### src/rtl/traffic_timer.sv
// traffic_timer: prescaled restart timer (ts/tl flags) plus car-sensor sync/conditioner.
// Define TRAFFIC_TIMER_DEBOUNCE_EN to debounce c over DEB_CYCLES stable cycles.
module traffic_timer #(
    parameter int PRESCALE    = 1000,
    parameter int SHORT_TICKS = 5,
    parameter int LONG_TICKS  = 30,
    parameter int CNT_W       = 8,
    parameter int DEB_CYCLES  = 4
) (
    input  logic             clk,
    input  logic             rst,
    input  logic             st,
    input  logic             car_raw,
    output logic             ts,
    output logic             tl,
    output logic             c,
    output logic [CNT_W-1:0] tick_cnt
);

    localparam int PW = (PRESCALE > 1) ? $clog2(PRESCALE) : 1;
    localparam logic [PW-1:0]    PRE_MAX = PW'(PRESCALE - 1);
    localparam logic [CNT_W-1:0] SHORT   = CNT_W'(SHORT_TICKS);
    localparam logic [CNT_W-1:0] LONG    = CNT_W'(LONG_TICKS);

    if (PRESCALE < 1 || SHORT_TICKS < 1 || DEB_CYCLES < 1 ||
        LONG_TICKS <= SHORT_TICKS || LONG_TICKS >= (1 << CNT_W)) begin : g_bad_cfg
        $error("traffic_timer: illegal parameter combination");
    end

    logic [PW-1:0]    pre;
    logic             sat;
    logic             tick;
    logic [CNT_W-1:0] cnt_nxt;
    logic             sync1;
    logic             sync2;

    assign sat  = (tick_cnt == LONG);
    assign tick = !sat && (pre == PRE_MAX);

    always_comb begin
        cnt_nxt = tick_cnt;
        if (st)
            cnt_nxt = '0;
        else if (tick)
            cnt_nxt = tick_cnt + 1'b1;
    end

    // Prescaler parks at 0 once saturated, so no ticks are issued.
    always_ff @(posedge clk or negedge rst) begin
        if (!rst) begin
            pre      <= '0;
            tick_cnt <= '0;
            ts       <= 1'b0;
            tl       <= 1'b0;
        end else begin
            if (st || sat || tick)
                pre <= '0;
            else
                pre <= pre + 1'b1;
            tick_cnt <= cnt_nxt;
            ts       <= (cnt_nxt >= SHORT);
            tl       <= (cnt_nxt >= LONG);
        end
    end

    always_ff @(posedge clk or negedge rst) begin
        if (!rst) begin
            sync1 <= 1'b0;
            sync2 <= 1'b0;
        end else begin
            sync1 <= car_raw;
            sync2 <= sync1;
        end
    end

`ifdef TRAFFIC_TIMER_DEBOUNCE_EN
    localparam int DW = $clog2(DEB_CYCLES + 1);
    localparam logic [DW-1:0] DEB_LAST = DW'(DEB_CYCLES - 1);

    logic [DW-1:0] deb;

    // Counts consecutive cycles the synced input disagrees with c.
    always_ff @(posedge clk or negedge rst) begin
        if (!rst) begin
            deb <= '0;
            c   <= 1'b0;
        end else if (sync2 == c) begin
            deb <= '0;
        end else if (deb == DEB_LAST) begin
            deb <= '0;
            c   <= ~c;
        end else begin
            deb <= deb + 1'b1;
        end
    end
`else
    always_ff @(posedge clk or negedge rst) begin
        if (!rst)
            c <= 1'b0;
        else
            c <= sync2;
    end
`endif

endmodule

### config.mk
export PLATFORM = sky130hd
export DESIGN_NAME = traffic_timer
export DESIGN_NICKNAME = d
export VERILOG_FILES = /design/src/rtl/traffic_timer.sv
export SDC_FILE = /design/constraint.sdc
export NUM_CORES = 1
export LEC_CHECK = 0
export BUFFER_PORTS_ARGS = -buffer_cell sky130_fd_sc_hd__buf_2
export CORE_UTILIZATION = 40
export CTS_CLUSTER_DIAMETER = 80
export DETAILED_ROUTE_END_ITERATION = 12
export PLACE_DENSITY_LB_ADDON = 0.3
export SLEW_MARGIN = 20
export SYNTH_ARGS = -nofsm -noshare
export SYNTH_HDL_FRONTEND = slang
export SYNTH_SLANG_ARGS = --single-unit
### constraint.sdc
create_clock -name clk -period 1.75 [get_ports clk]
set_input_delay 0.0875 -clock clk [delete_from_list [all_inputs] [get_ports clk]]
set_output_delay 0.0875 -clock clk [all_outputs]
set_load 0.01 [all_outputs]
==> flow_summary_export.csv, run 1 <==
group,metric,value,unit
yosys,syn_area,1250,um^2
yosys,ys_top_cells_by_count,"dfrtp_1, nor2_1, nand3_1",
yosys,synth.most_common_cell,"dfrtp_1",
placement,port_buffers,14,
yosys,synth-edff-count,0,
yosys,netlist_instances,128,
setup_path,critPathRequiredTime,1980,ps
timing,hold_ws,102,ps
routing,vias_per_cell,5.53,
yosys,synthMuxAreaShare,0.901,%
timing,timing.fmax,580,MHz
clock_network,cts.sinks,23,
clock_network,clk_pin_slew,130,ps
floorplanning,die_w,57.9,um
timing,setup_violations,0,
global_route,first_global_vias,993,
clock_network,cts_max_level,1,
global_route,grt_usage,17.9,%
setup_path,cp_data_arrival_time,1950,ps
yosys,synth-seq-cells,23,
yosys,synth.area.top_cells,"dfrtp_1, xor2_1, nor2_1",
timing,fin_worst_skew,1.16,ps
flow_run,maxCapViolCount,0,
cells_and_area,design_area,1560,um^2
cells_and_area,synthToLayoutAreaGrowth,24.5,%
clock_network,cts_made_buffers,3,
cells_and_area,final_util,54.6,%
cells_and_area,n_antenna_cell,0,
global_route,overflow,0,
placement,routabilityCongestion,0.842,
yosys,ys.flop_type,"dfrtp_1",
yosys,yosys_warnings,0,
power,max-vdd-ir-drop,0.000744,V
yosys,synthDistinctLibCells,39,
yosys,synth_area_leader_cell,"dfrtp_1",
power,p_per_area,539,nW/um^2
clock_network,clk_latency,310,ps
setup_path,cp-startpoint,"tick_cnt[0]$_DFF_PN0_",
global_route,grt_pass1_wl,4600,um
setup_path,cp_max_fo,4,
yosys,synth-compound-area-share,11.3,%
power,switching_share,23.1,%
cells_and_area,multi_input_area,652,um^2
cells_and_area,register_area,577,um^2
yosys,syn_avg_cell_area,9.77,um^2
cells_and_area,fillers,263,
timing,grt_setup_unrepaired,"true",
clock_network,cts_buffer_depth,2,
power,comb_power_share,5.6,%
yosys,async_reset_ff_share,100,%
timing,max_slew.worst_pin.slew,520,ps
floorplanning,fp.coreArea,2850,um^2
routing,wl_per_cell,13.9,um
yosys,synth_top_area_share,46.0,%
setup_path,rr_startpoint,"tick_cnt[0]$_DFF_PN0_",
setup_path,critPathCaptureType,"flip-flop",
power,switchingPower,0.193,mW
routing,routed_wl,2660,um
timing,post-route-min-period,1720,ps
hold_path,hp-start,"st",
hold_path,hold_path_class,"in2reg",
power,seqPwrFrac,65.1,%
routing,vias,1056,
run_status,violations,"DRC",
floorplanning,die-height,57.9,um
yosys,synth.net_count,135,
setup_path,start_kind,"flip-flop",
global_route,antenna_found_initial,0,
yosys,yosysSeqAreaShare,46.0,%
timing,final.period_utilization,98.5,%
clock_network,cts-root-buf,"clkbuf_4",
placement,placed_cells,177,
yosys,synth-simple-area-share,26.4,%
floorplanning,die_area,3350,um^2
setup_path,worst-setup-path-type,"reg2reg",
floorplanning,rows,19,
yosys,synthXorXnorAreaFrac,8.41,%
placement,place_area,1440,um^2
timing,finalHoldViolCount,0,
clock_network,cts_tree,"yes",
yosys,synth-adder-area-share,3.00,%
power,p_int,0.645,mW
floorplanning,start_util,43.8,%
global_route,grt_max_degree,24,
timing,maxSlewViolCount,0,
power,leakage,0.741,nW
cells_and_area,layout-drive-gt1-share,32.5,%
routing,drc,1,
timing,tns,0,ps
timing,max_slew_margin,65.3,%
routing,ant_nets,0,
placement,dp_hpwl,1870,um
floorplanning,ios,15,
cells_and_area,finalNetCount,168,
routing,dr.pass1.iters,8,
power,clock_power_share,29.2,%
cells_and_area,finalNonFillerCells,191,
run_status,status,"finished with violations",
yosys,synth_top_family_by_area,"simple AND/OR/NAND/NOR gates",
routing,drtIter0Drc,28,
[critical path, cell delays in order (launching register included)]
cell and delay [ps]:
dfrtp_2 470, inv_4 70, ha_4 120, nor4b_4 260
nand2_4 70, and2_4 150, a211o_1 310, o32ai_2 190
[registers in the layout, indices dropped and copies added, names as in the netlist]
name and count:
c 1, pre 10, sync1 1, sync2 1, tick_cnt 8, tl 1
ts 1
[layer usage]
| metal | vias to the layer above | wire length [um] | global-route usage, % |
|---|---|---|---|
| met5 | - | 0 | 0 |
| met4 | 0 | 14 | 2.04 |
| met3 | 2 | 113 | 4.91 |
| met2 | 27 | 1230 | 29.9 |
| met1 | 510 | 1310 | 24.3 |
| li1 | 517 | - | - |
[area by class of cell]
type	instances	area share, %
Tap cell	31	2.49
Timing Repair Buffer	36	15.7
Multi-Input combinational cell	93	41.9
Sequential cell	23	37.1
Clock inverter	1	0.322
Clock buffer	3	1.45
Inverter	4	1.13
[power by group through the flow]
stage               Combinational [mW]  Sequential [mW]  Clock [mW]
finish                          0.0473            0.546       0.245
global route                    0.0534            0.547       0.280
CTS                             0.0490            0.546       0.263
detailed placement              0.0416            0.557           0
global placement                0.0402            0.556           0
floorplan                       0.0195            0.557           0
[cell families after synthesis]
logic type / Yosys count
AND/OR/NAND/NOR: 57
flip-flops: 23
AO/OA/AOI/OAI: 20
XOR/XNOR: 12
buffers and inverters: 12
adder cells (fa/ha/maj): 3
multiplexers: 1
[repair_timing]
item / CTS / global route
resized for setup: 3 / 2
endpoints found under the setup margin: 2 / 3
hold buffers: 2 / 0
hold endpoints to repair: 24 / 0
pin swaps: 3 / 4
setup buffers: 3 / 5
[cells in the final DEF, fill, tap and decap left out, types with 4 or more instances in the layout]
cell	synthesis	routed
dfrtp_1	23	22
buf_4	0	19
nor2_1	14	14
buf_2	3	14
nand3_1	10	10
xor2_1	8	8
nand2_1	6	6
and3_1	6	6
a21oi_1	6	5
nand4_1	4	4
xnor2_1	4	4
[per-stage QoR]
stage | power [mW] | setup WS, ps
floorplan | 0.576 | -101
global placement | 0.596 | 49.1
detailed placement | 0.598 | -4.54
CTS | 0.858 | 9.71
global route | 0.881 | -81.1
finish | 0.838 | 26.7
[path summary, 6_finish.rpt]
path	to	slack (ps)	depth (start not counted)
setup / recovery	tl$_DFF_PN0_	30	7
hold / removal	ts$_DFF_PN0_	100	2
setup reg to reg	tl$_DFF_PN0_	30	7
hold reg to reg	c$_DFF_PN0_	370	0
max in group asynchronous	tick_cnt[0]$_DFF_PN0_	1110	2
min in group asynchronous	tick_cnt[1]$_DFF_PN0_	270	2
(Power assumes the default switching activity.)
==> inputs of run 2 (changes only) <==
- MAX_ROUTING_LAYER: not set -> met4
- SKIP_CTS_REPAIR_TIMING: not set -> 1
==> flow_summary_export.csv, run 2 (synthesized netlist as in run 1, its figures left out) <==
group,metric,value,unit
routing,wl_per_cell,15.9,um
hold_path,hold_end,"tl$_DFF_PN0_",
cells_and_area,design_area,1580,um^2
timing,timing.fmax,557,MHz
floorplanning,die-height,57.9,um
routing,drc,1,
routing,dr.pass1.iters,8,
routing,vias,1086,
clock_network,cts.sinks,23,
run_status,status,"finished with violations",
cells_and_area,largest_register_ffs,10,
power,max-vdd-ir-drop,0.000578,V
routing,vias_per_cell,5.72,
timing,grt_setup_unrepaired,"true",
global_route,use_met3,5.13,%
global_route,grt_usage,18.5,%
clock_network,cts_buffer_depth,2,
global_route,antenna_found_initial,0,
floorplanning,rows,19,
global_route,grtUsageMet2,28.7,%
cells_and_area,finalNetCount,167,
setup_path,cp_max_fo,7,
power,switching_share,23.5,%
timing,setup_violations,3,
power,leakage,0.745,nW
clock_network,cts_max_level,1,
setup_path,worst-setup-path-type,"reg2reg",
cells_and_area,final_util,55.4,%
placement,port_buffers,14,
global_route,overflow,0,
floorplanning,start_util,43.8,%
setup_path,cp_data_arrival_time,2040,ps
setup_path,rr_startpoint,"pre[1]$_DFF_PN0_",
timing,maxSlewViolCount,0,
power,p_int,0.649,mW
timing,finalHoldViolCount,0,
timing,setup_ws,-46.8,ps
clock_network,clk_latency,320,ps
clock_network,cts_made_buffers,3,
timing,fin_worst_skew,7.59,ps
clock_network,clk_pin_slew,130,ps
routing,drtIter0Drc,34,
routing,ant_nets,0,
power,seqPwrFrac,64.4,%
setup_path,r2r-end,"tl$_DFF_PN0_",
cells_and_area,reg.largest.list,"pre x10, tick_cnt x8",
run_status,violations,"DRC, setup timing",
global_route,first_global_vias,1017,
setup_path,reg2reg_slack,-50,ps
timing,max_slew.worst_pin.slew,523,ps
flow_run,maxCapViolCount,0,
placement,place_area,1440,um^2
floorplanning,die_area,3350,um^2
setup_path,start_kind,"flip-flop",
floorplanning,ios,15,
hold_path,hold_depth,2,
power,switchingPower,0.199,mW
cells_and_area,top_register,"pre",
timing,final.period_utilization,103,%
timing,post-route-min-period,1800,ps
hold_path,hp-start,"st",
placement,dp_slack,-5.73,ps
cells_and_area,fillers,247,
cells_and_area,layout-drive-gt1-share,32.7,%
floorplanning,die_w,57.9,um
cells_and_area,n_antenna_cell,0,
cells_and_area,final_common_cell,"dfrtp_1",
placement,dp_hpwl,1930,um
setup_path,r2r_cells,8,
power,comb_power_share,6.3,%
cells_and_area,final_cell_mix,"dfrtp_1, buf_4, buf_2",
global_route,busiest_layer,"met2",
timing,max_slew_margin,65.1,%
floorplanning,fp.coreArea,2850,um^2
setup_path,critPathCaptureType,"flip-flop",
timing,tns,-94.9,ps
global_route,grt_max_degree,24,
routing,routed_wl,3020,um
clock_network,cts_tree,"yes",
hold_path,hold_path_class,"in2reg",
cells_and_area,synthToLayoutAreaGrowth,26.3,%
placement,routabilityCongestion,0.884,
power,clock_power_share,29.3,%
power,p_per_area,537,nW/um^2
clock_network,cts-root-buf,"clkbuf_4",
global_route,grt_pass1_wl,4570,um
power,total_power,0.848,mW
setup_path,critPathRequiredTime,1990,ps
global_route,grt_use_met1,23.9,%
run 2: changes by cell type in the layout (fill, tap and decap cells not counted), sizes merged:
cell	before	now
or3b	1	2
buf	34	32
run 2: worst max path at each step:
stage / endpoint / startpoint / slack, ps
detailed placement: ts$_DFF_PN0_ / pre[1]$_DFF_PN0_ / -6
finish: tl$_DFF_PN0_ / pre[1]$_DFF_PN0_ / -50
CTS: ts$_DFF_PN0_ / pre[1]$_DFF_PN0_ / -40
global placement: ts$_DFF_PN0_ / pre[1]$_DFF_PN0_ / 50
global route: tl$_DFF_PN0_ / pre[1]$_DFF_PN0_ / -130
floorplan: tl$_DFF_PN0_ / tick_cnt[0]$_DFF_PN0_ / -100
run 2: cell type report:
class / count / area [um^2] / share of cell area [%]
inverter: 4 / 17.5 / 1.11
clock inverter: 1 / 5.00 / 0.317
tap: 31 / 38.8 / 2.46
clock buffer: 3 / 22.5 / 1.43
timing repair buffer: 34 / 241 / 15.3
multi-input combinational: 94 / 678 / 42.9
sequential: 23 / 576 / 36.5
run 2: power by group through the flow:
| stage | Sequential [mW] | Clock, mW | Combinational, mW |
|---|---|---|---|
| after CTS | 0.547 | 0.263 | 0.0412 |
| after detailed placement | 0.557 | 0 | 0.0411 |
| final | 0.546 | 0.248 | 0.0536 |
| after global routing | 0.547 | 0.287 | 0.0596 |
| after global placement | 0.556 | 0 | 0.0401 |
| after floorplan | 0.557 | 0 | 0.0195 |
run 2: routing by layer:
metal  vias up  wire length [um]
met4         0                 9
met2        31              1530
met1       533              1340
met3         2               142
li1        520                 -
met5         -                 0
run 2: per-stage QoR:
step / hold WS, ps / std cells
floorplan: -208 / 128
global route: 110 / 190
CTS: -268 / 181
finish: 112 / 190
global placement: 88.4 / 177
detailed placement: 97.7 / 177
run 2: worst max-delay path, cell delays in order (launching register included):
cell and delay [ps]:
dfrtp_1 420, ha_1 210, nand4b_1 150, nor3_2 70
buf_6 140, buf_12 130, and2_4 140, a211o_1 280
o32ai_2 190
==> inputs of run 3 (changes only) <==
- CTS_CLUSTER_SIZE: not set -> 24
- SETUP_SLACK_MARGIN: not set -> 0.4
==> flow_summary_export.csv, run 3 (synthesized netlist as in run 1, its figures left out) <==
group,metric,value,unit
timing,fin_worst_skew,13.6,ps
timing,maxSlewViolCount,0,
clock_network,clk_latency,330,ps
cells_and_area,synthToLayoutAreaGrowth,35.2,%
global_route,antenna_found_initial,0,
setup_path,start_kind,"flip-flop",
placement,dp_hpwl,1750,um
hold_path,hp-start,"st",
global_route,grt_max_degree,24,
cells_and_area,finalNetCount,171,
routing,drc,1,
routing,wl_per_cell,15.1,um
cells_and_area,final_common_cell,"dfrtp_1",
setup_path,reg2reg_slack,-40,ps
placement,port_buffers,14,
routing,drtIter0Drc,32,
setup_path,crit_slowest_cell,"dfrtp_2",
cells_and_area,design_area,1690,um^2
power,max-vdd-ir-drop,0.000395,V
timing,final.period_utilization,103,%
timing,max_slew_margin,65.3,%
cells_and_area,n_antenna_cell,0,
run_status,status,"finished with violations",
power,p_per_area,509,nW/um^2
setup_path,worst-setup-path-type,"reg2reg",
cells_and_area,reg.largest.list,"pre x10, tick_cnt x8",
routing,vias_per_cell,5.67,
setup_path,cp-startpoint,"tick_cnt[0]$_DFF_PN0_",
flow_run,maxCapViolCount,0,
setup_path,critPathRequiredTime,1980,ps
routing,routed_wl,2940,um
setup_path,cp_max_fo,4,
clock_network,cts.sinks,23,
timing,timing.fmax,557,MHz
floorplanning,ios,15,
global_route,grt_usage,17.4,%
timing,grt_setup_unrepaired,"true",
setup_path,critPathCaptureType,"flip-flop",
cells_and_area,layout-drive-gt1-share,44.8,%
setup_path,cpPeakStageDelay,470,ps
floorplanning,start_util,43.8,%
cells_and_area,fillers,237,
global_route,grtUsageMet2,26.6,%
global_route,grt_pass1_wl,4390,um
global_route,first_global_vias,983,
setup_path,rr_startpoint,"tick_cnt[0]$_DFF_PN0_",
global_route,use_met3,2.01,%
clock_network,cts_max_level,1,
setup_path,cp_cell_sequence,"inv_4 > ha_4 > nor4b_4 > nand2_4 > and2_4 > a211o_1 > o32ai_2",
routing,vias,1100,
power,total_power,0.860,mW
hold_path,hold_path_class,"in2reg",
clock_network,cts_tree,"yes",
timing,setup_violations,1,
cells_and_area,top_register,"pre",
routing,dr.pass1.iters,8,
clock_network,clk_pin_slew,140,ps
cells_and_area,final_cell_mix,"dfrtp_1, buf_4, buf_2",
run_status,violations,"DRC, setup timing",
timing,max_slew.worst_pin.slew,521,ps
global_route,busiest_layer,"met2",
floorplanning,fp.coreArea,2850,um^2
floorplanning,die-height,57.9,um
floorplanning,rows,19,
power,leakage,0.753,nW
floorplanning,die_area,3350,um^2
floorplanning,die_w,57.9,um
global_route,grt_use_met1,25.4,%
cells_and_area,final_util,59.3,%
routing,ant_nets,0,
setup_path,cp_data_arrival_time,2020,ps
timing,post-route-min-period,1790,ps
placement,routabilityCongestion,0.933,
timing,setup_ws,-44.7,ps
timing,finalHoldViolCount,0,
placement,place_area,1450,um^2
cells_and_area,largest_register_ffs,10,
clock_network,cts-root-buf,"clkbuf_4",
clock_network,cts_made_buffers,3,
clock_network,cts_buffer_depth,2,
global_route,overflow,0,
[run 3: cell types whose count changed in the layout (fill, tap and decap cells not counted), sizes merged]
cell / delta
buf: +4
[run 3: report_power, final]
group | internal [mW] | total [mW] | switching [mW] | leakage [nW]
logic | 0.0226 | 0.0549 | 0.0322 | 0.426
clock network | 0.0857 | 0.259 | 0.173 | 0.0177
registers | 0.540 | 0.546 | 0.00570 | 0.309
[run 3: worst max-delay path: cells and delay by family, from the launching register on]
kind | cells | cell delay, ps
AO/OA/AOI/OAI | 2 | 520
adder cells (fa/ha/maj) | 1 | 120
buffers and inverters | 1 | 70
flip-flops | 1 | 470
AND/OR/NAND/NOR | 3 | 510
[run 3: per-stage QoR]
stage | std cells | hold slack, ps | setup slack (ps) | TNS [ps]
4_1_cts | 181 | -266 | -94.5 | -94.5
2_1_floorplan | 128 | -208 | -100 | -175
6_report | 194 | 91.3 | -44.7 | -44.7
3_5_place_dp | 177 | 95.5 | -44.3 | -44.3
5_1_grt | 194 | 103 | -108 | -236
3_3_place_gp | 177 | 92.7 | -16.3 | -16.3
[run 3: area by class of cell]
cell class / count / area, um^2 / area share, %
Clock buffer: 3 / 22.5 / 1.33
Clock inverter: 1 / 5.00 / 0.296
Inverter: 4 / 17.5 / 1.04
Multi-Input combinational cell: 94 / 747 / 44.2
Sequential cell: 23 / 578 / 34.2
Tap cell: 31 / 38.8 / 2.29
Timing Repair Buffer: 38 / 282 / 16.7
[run 3: worst paths after layout]
kind,endpoint,depth (start not counted)
worst max-delay path,tl$_DFF_PN0_,7
worst min-delay path,tick_cnt[2]$_DFF_PN0_,2
worst max register to register,tl$_DFF_PN0_,7
worst min register to register,sync2$_DFF_PN0_,0
max in group asynchronous,tick_cnt[0]$_DFF_PN0_,2
min in group asynchronous,tick_cnt[2]$_DFF_PN0_,2
[run 3: layer usage]
metal / up-vias / share of wire [%]
met4: 0 / 0.72
met1: 537 / 50
li1: 525 / -
met2: 34 / 45
met3: 4 / 4.5
met5: - / 0
